`config.mk`:
```
export PLATFORM = sky130hd
export DESIGN_NAME = inst_prefetch_queue_flat
export DESIGN_NICKNAME = d
export VERILOG_FILES = /design/src/rtl/inst_prefetch_queue_pkg.sv /design/src/rtl/inst_prefetch_queue_if.sv /design/src/rtl/inst_prefetch_queue_fifo.sv /design/src/rtl/inst_prefetch_queue.sv /design/src/flat_wrapper.sv
export SDC_FILE = /design/constraint.sdc
export NUM_CORES = 1
export LEC_CHECK = 0
export CELL_PAD_IN_SITES_DETAIL_PLACEMENT = 0
export CELL_PAD_IN_SITES_GLOBAL_PLACEMENT = 1
export CORE_MARGIN = 2
export CORE_UTILIZATION = 50
export DETAILED_ROUTE_END_ITERATION = 10
export PLACE_DENSITY = 0.8
export SETUP_SLACK_MARGIN = 0.2
export SLEW_MARGIN = 20
export SYNTH_ARGS = -nofsm -noshare
export SYNTH_HDL_FRONTEND = slang
export SYNTH_SLANG_ARGS = --single-unit
```
`constraint.sdc`:
```
create_clock -name clk -period 5.53 [get_ports clk]
set_clock_uncertainty 0.2 [all_clocks]
set_input_delay 1.659 -clock clk [delete_from_list [all_inputs] [get_ports clk]]
set_output_delay 1.659 -clock clk [all_outputs]
set_load 0.1 [all_outputs]
```
`src/rtl/inst_prefetch_queue_pkg.sv`:
```
// Shared constants and types for the instruction prefetch stage.
// Default widths, the halt encoding and the instruction/address types live here.
package inst_prefetch_queue_pkg;

  localparam int          INST_W_DEF    = 16;
  localparam int          ADDR_W_DEF    = 8;
  localparam logic [15:0] HALT_INST_DEF = 16'hFFFF;

  typedef logic [INST_W_DEF-1:0] inst_t;
  typedef logic [ADDR_W_DEF-1:0] addr_t;

endpackage

```
`src/rtl/inst_prefetch_queue_if.sv`:
```
// Memory fetch, redirect and decode-side signals of the prefetch stage.
// The master side is the prefetch queue; the slave side is memory plus Decode.
interface inst_prefetch_queue_if
  import inst_prefetch_queue_pkg::*;
#(
  parameter int INST_W = INST_W_DEF,
  parameter int ADDR_W = ADDR_W_DEF
);
  logic              imem_req;
  logic [ADDR_W-1:0] imem_addr;
  logic [INST_W-1:0] imem_rdata;
  logic              flush;
  logic [ADDR_W-1:0] flush_addr;
  logic              out_valid;
  logic              out_ready;
  logic [INST_W-1:0] out_inst;
  logic [ADDR_W-1:0] out_pc;
  logic              halt_fetched;

  modport master (
    output imem_req, imem_addr, out_valid, out_inst, out_pc, halt_fetched,
    input  imem_rdata, flush, flush_addr, out_ready
  );

  modport slave (
    input  imem_req, imem_addr, out_valid, out_inst, out_pc, halt_fetched,
    output imem_rdata, flush, flush_addr, out_ready
  );
endinterface

```
`src/rtl/inst_prefetch_queue_fifo.sv`:
```
// Circular queue of {inst, pc} entries with push, pop and a clear that wins.
// Reads are combinational so a captured word is visible in the next cycle.
module prefetch_fifo #(
  parameter int W     = 24,
  parameter int DEPTH = 4
) (
  input  logic                       clk,
  input  logic                       rst_n,
  input  logic                       clear,
  input  logic                       push,
  input  logic [W-1:0]               push_data,
  input  logic                       pop,
  output logic [W-1:0]               head_data,
  output logic [$clog2(DEPTH):0]     count,
  output logic                       empty
);
  localparam int AW = $clog2(DEPTH);
  localparam int CW = AW + 1;

  logic [W-1:0]  mem_q [DEPTH];
  logic [AW-1:0] wr_q, wr_d, rd_q, rd_d;
  logic [CW-1:0] count_q, count_d;

  // Per-entry write enables; storage carries no reset.
  genvar gi;
  for (gi = 0; gi < DEPTH; gi++) begin : g_entry
    always_ff @(posedge clk) begin
      if (push && !clear && (wr_q == AW'(gi))) begin
        mem_q[gi] <= push_data;
      end
    end
  end

  always_comb begin
    wr_d    = wr_q;
    rd_d    = rd_q;
    count_d = count_q;
    if (clear) begin
      wr_d    = '0;
      rd_d    = '0;
      count_d = '0;
    end else begin
      if (push) wr_d = wr_q + AW'(1);
      if (pop)  rd_d = rd_q + AW'(1);
      if (push && !pop)      count_d = count_q + CW'(1);
      else if (pop && !push) count_d = count_q - CW'(1);
    end
  end

  always_ff @(posedge clk or negedge rst_n) begin
    if (!rst_n) begin
      wr_q    <= '0;
      rd_q    <= '0;
      count_q <= '0;
    end else begin
      wr_q    <= wr_d;
      rd_q    <= rd_d;
      count_q <= count_d;
    end
  end

  assign head_data = mem_q[rd_q];
  assign count     = count_q;
  assign empty     = (count_q == '0);
endmodule

```
`src/rtl/inst_prefetch_queue.sv`:
```
// Instruction prefetch stage: sequential fetch ahead of Decode into a queue,
// redirect on flush with stale-response discard, and stop after the halt word.
module inst_prefetch_queue
  import inst_prefetch_queue_pkg::*;
#(
  parameter int                INST_W    = INST_W_DEF,
  parameter int                ADDR_W    = ADDR_W_DEF,
  parameter int                DEPTH     = 4,
  parameter logic [ADDR_W-1:0] RESET_PC  = '0,
  parameter logic [INST_W-1:0] HALT_INST = HALT_INST_DEF
) (
  input  logic                  clk,
  input  logic                  rst,
  inst_prefetch_queue_if.master bus
);
  localparam int CW = $clog2(DEPTH) + 1;
  localparam int EW = INST_W + ADDR_W;

  logic [ADDR_W-1:0] fetch_pc_q, fetch_pc_d;
  logic [ADDR_W-1:0] req_addr_q, req_addr_d;
  logic              inflight_q, inflight_d;
  logic              drop_q, drop_d;
  logic              halted_q, halted_d;

  logic [CW-1:0]     count;
  logic [EW-1:0]     head;
  logic              empty;
  logic              resp_valid, halt_hit, issue, push, pop;

  assign resp_valid = inflight_q && !drop_q;
  assign halt_hit   = resp_valid && (bus.imem_rdata == HALT_INST);

  // The halt word arriving this cycle already blocks the next request, so
  // nothing beyond the halt address is ever fetched. A pop is not credited.
  assign issue = rst && !halted_q && !halt_hit && !bus.flush
                 && ((count + CW'(inflight_q)) < CW'(DEPTH));

  assign push = resp_valid && !bus.flush;
  assign pop  = !empty && bus.out_ready && !bus.flush;

  always_comb begin
    fetch_pc_d = fetch_pc_q;
    req_addr_d = req_addr_q;
    inflight_d = 1'b0;
    drop_d     = 1'b0;
    halted_d   = halted_q;
    if (bus.flush) begin
      fetch_pc_d = bus.flush_addr;
      drop_d     = inflight_q;
      halted_d   = 1'b0;
    end else begin
      inflight_d = issue;
      if (issue) begin
        fetch_pc_d = fetch_pc_q + ADDR_W'(1);
        req_addr_d = fetch_pc_q;
      end
      if (halt_hit) halted_d = 1'b1;
    end
  end

  always_ff @(posedge clk or negedge rst) begin
    if (!rst) begin
      fetch_pc_q <= RESET_PC;
      req_addr_q <= '0;
      inflight_q <= 1'b0;
      drop_q     <= 1'b0;
      halted_q   <= 1'b0;
    end else begin
      fetch_pc_q <= fetch_pc_d;
      req_addr_q <= req_addr_d;
      inflight_q <= inflight_d;
      drop_q     <= drop_d;
      halted_q   <= halted_d;
    end
  end

  prefetch_fifo #(
    .W     (EW),
    .DEPTH (DEPTH)
  ) u_fifo (
    .clk       (clk),
    .rst_n     (rst),
    .clear     (bus.flush),
    .push      (push),
    .push_data ({bus.imem_rdata, req_addr_q}),
    .pop       (pop),
    .head_data (head),
    .count     (count),
    .empty     (empty)
  );

  assign bus.imem_req     = issue;
  assign bus.imem_addr    = issue ? fetch_pc_q : '0;
  assign bus.out_valid    = !empty;
  assign bus.out_inst     = empty ? '0 : head[EW-1:ADDR_W];
  assign bus.out_pc       = empty ? '0 : head[ADDR_W-1:0];
  assign bus.halt_fetched = halted_q;
endmodule
```
`src/flat_wrapper.sv`:
```
// flat-port wrapper written by rule: the top's interface ports become plain ports
module inst_prefetch_queue_flat import inst_prefetch_queue_pkg::*;
#(
  parameter int                INST_W    = INST_W_DEF,
  parameter int                ADDR_W    = ADDR_W_DEF,
  parameter int                DEPTH     = 4,
  parameter logic [ADDR_W-1:0] RESET_PC  = '0,
  parameter logic [INST_W-1:0] HALT_INST = HALT_INST_DEF
)
  (clk, rst, bus_imem_req, bus_imem_addr, bus_out_valid, bus_out_inst, bus_out_pc, bus_halt_fetched, bus_imem_rdata, bus_flush, bus_flush_addr, bus_out_ready);
  inst_prefetch_queue_if #(.INST_W(INST_W), .ADDR_W(ADDR_W)) bus_i ();
  input  logic clk;
  input  logic rst;
  output wire logic [$bits(bus_i.imem_req)-1:0] bus_imem_req;
  output wire logic [$bits(bus_i.imem_addr)-1:0] bus_imem_addr;
  output wire logic [$bits(bus_i.out_valid)-1:0] bus_out_valid;
  output wire logic [$bits(bus_i.out_inst)-1:0] bus_out_inst;
  output wire logic [$bits(bus_i.out_pc)-1:0] bus_out_pc;
  output wire logic [$bits(bus_i.halt_fetched)-1:0] bus_halt_fetched;
  input wire logic [$bits(bus_i.imem_rdata)-1:0] bus_imem_rdata;
  input wire logic [$bits(bus_i.flush)-1:0] bus_flush;
  input wire logic [$bits(bus_i.flush_addr)-1:0] bus_flush_addr;
  input wire logic [$bits(bus_i.out_ready)-1:0] bus_out_ready;
  assign bus_imem_req = bus_i.imem_req;
  assign bus_imem_addr = bus_i.imem_addr;
  assign bus_out_valid = bus_i.out_valid;
  assign bus_out_inst = bus_i.out_inst;
  assign bus_out_pc = bus_i.out_pc;
  assign bus_halt_fetched = bus_i.halt_fetched;
  assign bus_i.imem_rdata = bus_imem_rdata;
  assign bus_i.flush = bus_flush;
  assign bus_i.flush_addr = bus_flush_addr;
  assign bus_i.out_ready = bus_out_ready;
  inst_prefetch_queue #(.INST_W(INST_W), .ADDR_W(ADDR_W), .DEPTH(DEPTH), .RESET_PC(RESET_PC), .HALT_INST(HALT_INST)) u_core (.clk(clk), .rst(rst), .bus(bus_i));
endmodule
```
; Word level (Yosys, flattened, before mapping)
; Memories as Yosys holds them, arrays and structs flattened.
; Cells that the tools add are included.
[totals]
elab_cells = 88
ram_bits = 96
register_bits = 26
memories = 1
out_inout_bits = 35
[classes]
n_reduce_logical = 34
bitwise = 1
muxes = 33
order_cmp = 1
n_addsub = 6
n_eq_ne = 4
[memory_table]
columns = name, depth, word_bits, rd, rd_ports_with_merged_regs, wr, line
row1 = u_core.u_fifo.mem_q, 4, 24, 1, 0, 1, inst_prefetch_queue_fifo.sv:20  ; logic [W-1:0] mem_q [DEPTH];
[op_table]
columns = op, n
row1 = two-way mux 24 bit, 3
row2 = OR reduction 24 bit, 3
row3 = two-way mux 8 bit, 4
row4 = "== test 16 bit, second input constant", 1
row5 = logical AND 1 bit, 16
row6 = two-way mux 16 bit, 1
row7 = two-way mux 1 bit, 15
row8 = two-way mux 2 bit, 7
row9 = two-way mux 3 bit, 3
row10 = "adder 8 x 1 -> 8 bit, second input constant", 1
row11 = nonzero test 2 bit, 4
row12 = zero test 1 bit, 7
row13 = "adder 2 x 1 -> 2 bit, second input constant", 2
row14 = "== test 2 bit, second input constant", 2
row15 = adder 3 x 1 -> 3 bit, 1
row16 = "adder 3 x 1 -> 3 bit, second input constant", 1
row17 = zero test 3 bit, 1
row18 = "< comparator 3 bit, second input constant", 1
row19 = nonzero test 3 bit, 1
row20 = "subtractor 3 x 1 -> 3 bit, second input constant", 1
row21 = "== test 2 x 1 -> 1 bit, second input constant", 1
row22 = zero test 2 bit, 1
row23 = AND reduction 2 bit, 1
row24 = NOT 1 bit, 1

; Logic depth before layout (Yosys ltp)
[logic_depth]
depth_word = 11
mapped_depth = 7
mapped_depth_nobuf = 7

; Hierarchy
; From an unflattened synthesis, not the netlist that was laid out.
[hier_totals]
hier_cells = 294
hier_area_um2 = 5163.7
[modules_own_cells]
columns = module, area_each_um2, instances, seq_area_each_um2, cells_per_inst
row1 = prefetch_fifo, 3945.0, 1, 3057.9, 170
row2 = inst_prefetch_queue, 1218.7, 1, 475.5, 124

; Least setup slack after synthesis
; No wires, ideal clock.
[synth_timing]
kind = input -> output
startpoint = input port rst
endpoint = output port bus_imem_addr[0]
arrival_time_ps = 3228
setup_slack_ps = 443
stages = 5
path_buffers = 1
path_cell_list = nor2b_1 -> o21ai_4 -> nor3_4 -> buf_6 -> and2_2
[synth_between]
elab_chain_cells = 5
[synth_rtl]
columns = element, line
row1 = start: declaration, flat_wrapper.sv:13  ; input logic rst;
row2 = logical AND 1 bit (3 in series), inst_prefetch_queue.sv:35  ; assign issue = rst && !halted_q && !halt_hit && !bus.flush
row3 = logical AND 1 bit, inst_prefetch_queue.sv:36  ; && ((count + CW'(inflight_q)) < CW'(DEPTH));
row4 = via bus_imem_req, flat_wrapper.sv:14  ; output wire logic [$bits(bus_i.imem_req)-1:0] bus_imem_req;
row5 = two-way mux 8 bit, inst_prefetch_queue.sv:93  ; assign bus.imem_addr = issue ? fetch_pc_q : '0;
row6 = end: declaration, flat_wrapper.sv:15  ; output wire logic [$bits(bus_i.imem_addr)-1:0] bus_imem_addr;
; The timed path passes the listed nets, and every way through them passes these cells.

; Worst setup path in the final report
[layout_timing]
startpoint = input port bus_imem_rdata[7]
endpoint = output port bus_imem_addr[7]
[layout_between]
elab_chain_cells = 7
[layout_rtl]
columns = element, line
row1 = start: declaration, flat_wrapper.sv:20  ; input wire logic [$bits(bus_i.imem_rdata)-1:0] bus_imem_rdata;
row2 = == test 16 bit, inst_prefetch_queue.sv:31  ; assign halt_hit = resp_valid && (bus.imem_rdata == HALT_INST);
row3 = logical AND 1 bit, inst_prefetch_queue.sv:31
row4 = zero test 1 bit, inst_prefetch_queue.sv:35
row5 = logical AND 1 bit (2 in series), inst_prefetch_queue.sv:35
row6 = logical AND 1 bit, inst_prefetch_queue.sv:36
row7 = two-way mux 8 bit, inst_prefetch_queue.sv:93
; Every way passes these cells.

==> results by group <==
Routing
  – Wire per inst: 18.1 um
  – Vias/cell: 5.40
  – DR DRC count: 0
  – DRT antenna net count: 0
  – Final wirelength: 9.57 mm
  – DRT Pass-1 Iters: 4
  – First DRT Iteration DRCs: 171
  – Routed vias: 2856

Floorplanning
  – Die Span Y: 105 um
  – Io pins: 63
  – Die W: 105 um
  – Initial core utilization: 0.520
  – Die area: 11100 sq um
  – Cell Rows: 36
  – Core area: 9860 sq um

Global route
  – Total GRT Usage: 0.191
  – Gr ovfl total: 0
  – Initial antenna violation count: 0
  – Global-route wire length before repair: 15.8 mm
  – Vias in the first global route: 3010
  – Largest net degree at the start of global routing: 28

CTS
  – Clock-pin slew on the worst setup and hold paths: 0.05 ns
  – CTS tree: done
  – Clk sinks: 122
  – Hold-fix buffers, CTS: 0
  – Resize count post-CTS: 0
  – Clock Tree Buf Depth: 2
  – H-tree Lvls: 4
  – Num CTS Buffers: 17
  – Worst skew pair latency: 0.50 ns
  – Root Driver: clkbuf_8

Setup path
  – Critical path startpoint category: input port
  – Crit end category: output port
  – Worst path required time: 3.67 ns
  – Worst EP arrival: 3.34 ns
  – Crit path from: bus_imem_rdata[7]
  – Worst-path fanout max: 10
  – Kind of critical path: in2out
  – Reg2Reg Launch Point: u_core.drop_q

Cells and area
  – Area grow syn2layout: 28.6%
  – Commonest non-fill, non-tap cell in the layout: edfxtp_1
  – Share of layout cells above drive strength 1: 0.316
  – Cell Count, Final, Fillers Out: 529
  – Most frequent cells in the layout: 96 x edfxtp_1, 38 x buf_4, 33 x and2_1
  – Ant diodes: 0
  – # nets final: 417

Placement
  – DPL Wire Length: 6.14 mm
  – Dpl cells: 495
  – Final RePlAce weighted congestion: 0.757
  – PortBufs: 62

Logic synthesis
  – Post-synth ARST share: 0.213
  – Ys Warns: 0
  – Syn Nets: 334
  – Count of flip-flops with a built-in enable after synthesis: 96
  – #FFs+latches synth: 122
  – Main synth FF type: edfxtp_1
  – Post-synth cell types: 41
  – Gate Count Post-Synth: 300
  – Register area share after synthesis: 0.689
  – Syn_area_per_cell: 17.1 sq um
  – Synth Cell Area: 5130 sq um

STA
  – Endpoints failing setup: 0
  – RSZ-0062 raised after global routing: false
  – Fin. Hold Viols: 0
  – Final Cycle Share: 0.940
  – Worst slew margin: 0.346
  – Worst Max-Slew Pin Slew: 0.978 ns
  – Final Max Tran Viols: 0
  – Minimum clock period: 5.20 ns
  – Final TNS setup: 0 ns
  – Highest clock rate: 192 MHz

Worst hold path
  – HP Start: u_core.req_addr_q[2]
  – Worst hold path class: reg2reg

Flow run
  – Max_cap viols: 0

Status
  – Status: finished, final reports clean
==> worst paths after layout <==
check	end	slack (ns)	cells after the start
max	bus_imem_addr[7]	0.33	7
min	u_core.u_fifo.mem_q[1][2]	0.31	0
max reg2reg	u_core.u_fifo.mem_q[0][0]	3.26	4
min reg2reg	u_core.u_fifo.mem_q[1][2]	0.31	0
max in group asynchronous	u_core.u_fifo.count[1]	3.49	2
min in group asynchronous	u_core.fetch_pc_q[3]	1.38	2
==> timing repair <==
| item | 4_1_cts | 5_1_grt |
|---|---|---|
| setup endpoints to repair | 5 | 8 |
| cloned | 0 | 0 |
| pin swaps | 1 | 1 |
| buffers inserted | 0 | 2 |
==> metrics by stage <==
step                      hold slack (ns)  setup WS, ns  area [sq um]   util
after floorplan                     0.272         0.443          5130      -
after global placement              0.290         0.236          5980  0.606
after detailed placement            0.310         0.207          5980  0.606
after CTS                           0.318         0.241          6580  0.667
after global routing                0.340         0.211          6600  0.669
final                               0.313         0.333          6600  0.669
==> final cells by class <==
| type | count | area [sq um] |
|---|---|---|
| fill | 682 | 3270 |
| clock buffer | 22 | 453 |
| clock inverter | 10 | 148 |
| sequential | 122 | 3530 |
| multi-input combinational | 160 | 1520 |
| inverter | 6 | 22.5 |
| tap | 133 | 166 |
| timing repair buffer | 76 | 756 |
==> cell families (layout without fill, tap and decap cells) <==
logic type / after synthesis / after routing / share of synthesized area
compound gates: 26 / 26 / 0.0363
buf+inv: 18 / 114 / 0.0156
fa+ha+maj: 6 / 6 / 0.0161
flops: 122 / 122 / 0.689
xor+xnor: 10 / 10 / 0.0171
simple gates: 84 / 84 / 0.0980
mux: 34 / 34 / 0.128
==> cells in the mapped netlist, types with 2 or more instances <==
library cell,n,area [sq um]
nand4_1,4,25.0
and2_2,9,67.6
xnor2_1,8,70.1
ha_1,5,62.6
xor2_1,2,17.5
inv_1,6,22.5
nand3_1,3,15.0
and2_1,33,206
mux2_2,8,90.1
nor2b_1,2,12.5
edfxtp_1,96,2880
nor3_1,2,10.0
and3_1,2,12.5
buf_2,4,20.0
a211oi_1,3,22.5
clkbuf_1,5,18.8
buf_1,2,7.51
nor2_1,10,37.5
dfrtp_1,26,651
o211ai_1,2,15.0
mux4_2,24,541
nor3_4,2,32.5
o21ai_0,6,30.0
a21oi_1,7,35.0
nand2_1,13,48.8
==> critical path, cell delays in order <==
cell and delay, ns:
clkdlybuf4s50_1 0.57, nand4_1 0.18, nor3_4 0.26, and2_4 0.21
nor3_4 0.07, and2_2 0.22, buf_12 0.17
==> metal layers <==
metal,share of wire,global-route usage
met1,0.42,0.240
met4,0.012,0.0762
met2,0.51,0.316
met3,0.050,0.0495
met5,0,0
==> registers in the layout, indices dropped and copies added, names as in the netlist <==
register	count
u_core.inflight_q	1
u_core.u_fifo.mem_q	96
u_core.u_fifo.wr_q	2
u_core.bus.halt_fetched	1
u_core.fetch_pc_q	8
u_core.u_fifo.rd_q	2
u_core.drop_q	1
u_core.u_fifo.count	3
u_core.req_addr_q	8
Power is not shown: default switching activity piles up to over one toggle a cycle in this logic, so the estimate is an artifact.
==> patch (same settings) <==
`DEPTH` is set to 4 in 3 places; all go to 2.
--- a/src/rtl/inst_prefetch_queue_fifo.sv
+++ b/src/rtl/inst_prefetch_queue_fifo.sv
@@ -3,5 +3,5 @@
 module prefetch_fifo #(
   parameter int W     = 24,
-  parameter int DEPTH = 4
+  parameter int DEPTH = 2
 ) (
   input  logic                       clk,
--- a/src/rtl/inst_prefetch_queue.sv
+++ b/src/rtl/inst_prefetch_queue.sv
@@ -6,5 +6,5 @@
   parameter int                INST_W    = INST_W_DEF,
   parameter int                ADDR_W    = ADDR_W_DEF,
-  parameter int                DEPTH     = 4,
+  parameter int                DEPTH     = 2,
   parameter logic [ADDR_W-1:0] RESET_PC  = '0,
   parameter logic [INST_W-1:0] HALT_INST = HALT_INST_DEF
--- a/src/flat_wrapper.sv
+++ b/src/flat_wrapper.sv
@@ -4,5 +4,5 @@
   parameter int                INST_W    = INST_W_DEF,
   parameter int                ADDR_W    = ADDR_W_DEF,
-  parameter int                DEPTH     = 4,
+  parameter int                DEPTH     = 2,
   parameter logic [ADDR_W-1:0] RESET_PC  = '0,
   parameter logic [INST_W-1:0] HALT_INST = HALT_INST_DEF
Behaviour: not the same (a bounded check fails within 4 cycles, from zero or initial values and one cycle with rst low).
==> patch against the original RTL <==
Via count shrank 34%. Cell area shrank 39%. Sequential cell count fell by 51. Setup slack better by 0.069 ns. Area after synthesis is 40% lower. Routed wire length decreased by 42%. Highest routed layer unchanged.
==> patch: results (changes against the original RTL) <==
Clock tree
  • Clock latency on the worst-skew pair: 0.33 ns (was 0.50 ns)
  • H-tree depth: 3 (was 4)
  • Inserted Clock Buffers: 9 (was 17)

Placement
  • Placed Instances: 362 (was 495)
  • Dpl cell area: 3840 µm² (was 5980 µm²)
  • HPWL Detailed: 3.95 mm (was 6.14 mm)

Global routing
  • Met3 Use GR: 5.00% (was 4.95%)
  • First-pass GRT wire length: 8.93 mm (was 15.8 mm)
  • GRT met1 Usage: 22.5% (was 24.0%)

Synthesis
  • Synth area leaders: edfxtp_1 (47%), dfrtp_1 (19%), mux2i_1 (7.9%), nor2_1 (3.9%), mux2_2 (3.7%) (was edfxtp_1 (56%), dfrtp_1 (13%), mux4_2 (11%), and2_1 (4.0%), mux2_2 (1.8%))
  • Multiplexer area fraction after synthesis: 11.5% (was 12.8%)
  • Sequential element share of the synthesized area: 65.9% (was 68.9%)
  • Synthesized net count: 253 (was 334)

Detailed routing
  • Wire length on met1: 2.43 mm (was 4.06 mm)
  • Vias: 1898 (was 2856)
  • Met3 Routed Length: 313 µm (was 483 µm)
  • Drt wl/cell: 14.8 µm (was 18.1 µm)

Setup path
  • Crit path max-delay family: buffers and inverters (was simple AND/OR/NAND/NOR gates)
  • Max stage delay on crit path: 0.51 ns (was 0.57 ns)
  • Reg2reg path depth: 6 (was 4)
  • Reg2Reg Setup Slack: 3.32 ns (was 3.26 ns)
  • FF-to-FF Start: u_core.u_fifo.count[1] (was u_core.drop_q)

Timing
  • Slew headroom: 35.4% (was 34.6%)
  • Worst Hold Slack: 0.268 ns (was 0.313 ns)

Final layout
  • Post-route cell area: 4020 µm² (was 6600 µm²)

Status
  • Run status: finished, final reports clean (unchanged)

Hold path
  • WHS Endpoint: u_core.u_fifo.mem_q[0][2] (was u_core.u_fifo.mem_q[1][2])
[patch: layout make-up]
cell class | instances | share of cell area, %
inverter | 4 | 0.373
sequential | 71 | 50.1
timing repair buffer | 72 | 18.0
tap | 75 | 2.33
clock buffer | 9 | 3.08
clock inverter | 7 | 1.59
multi-input combinational | 140 | 24.5
[patch: worst max-delay path by stage]
stage	from	end	slack, ns	depth (start not counted)
floorplan	rst	bus_imem_addr[0]	0.55	5
finish	bus_imem_rdata[7]	bus_imem_addr[5]	0.40	7
detailed placement	bus_imem_rdata[7]	bus_imem_addr[2]	0.39	7
global placement	bus_imem_rdata[7]	bus_imem_addr[0]	0.41	7
CTS	bus_imem_rdata[7]	bus_imem_addr[2]	0.38	7
global route	bus_imem_rdata[7]	bus_imem_addr[1]	0.29	7
[patch: power breakdown]
group | leakage, nW | internal [mW] | switching (mW)
combinational | 0.694 | 0.0814 | 0.139
clock | 0.0924 | 0.204 | 0.181
sequential | 0.725 | 0.607 | 0.0244
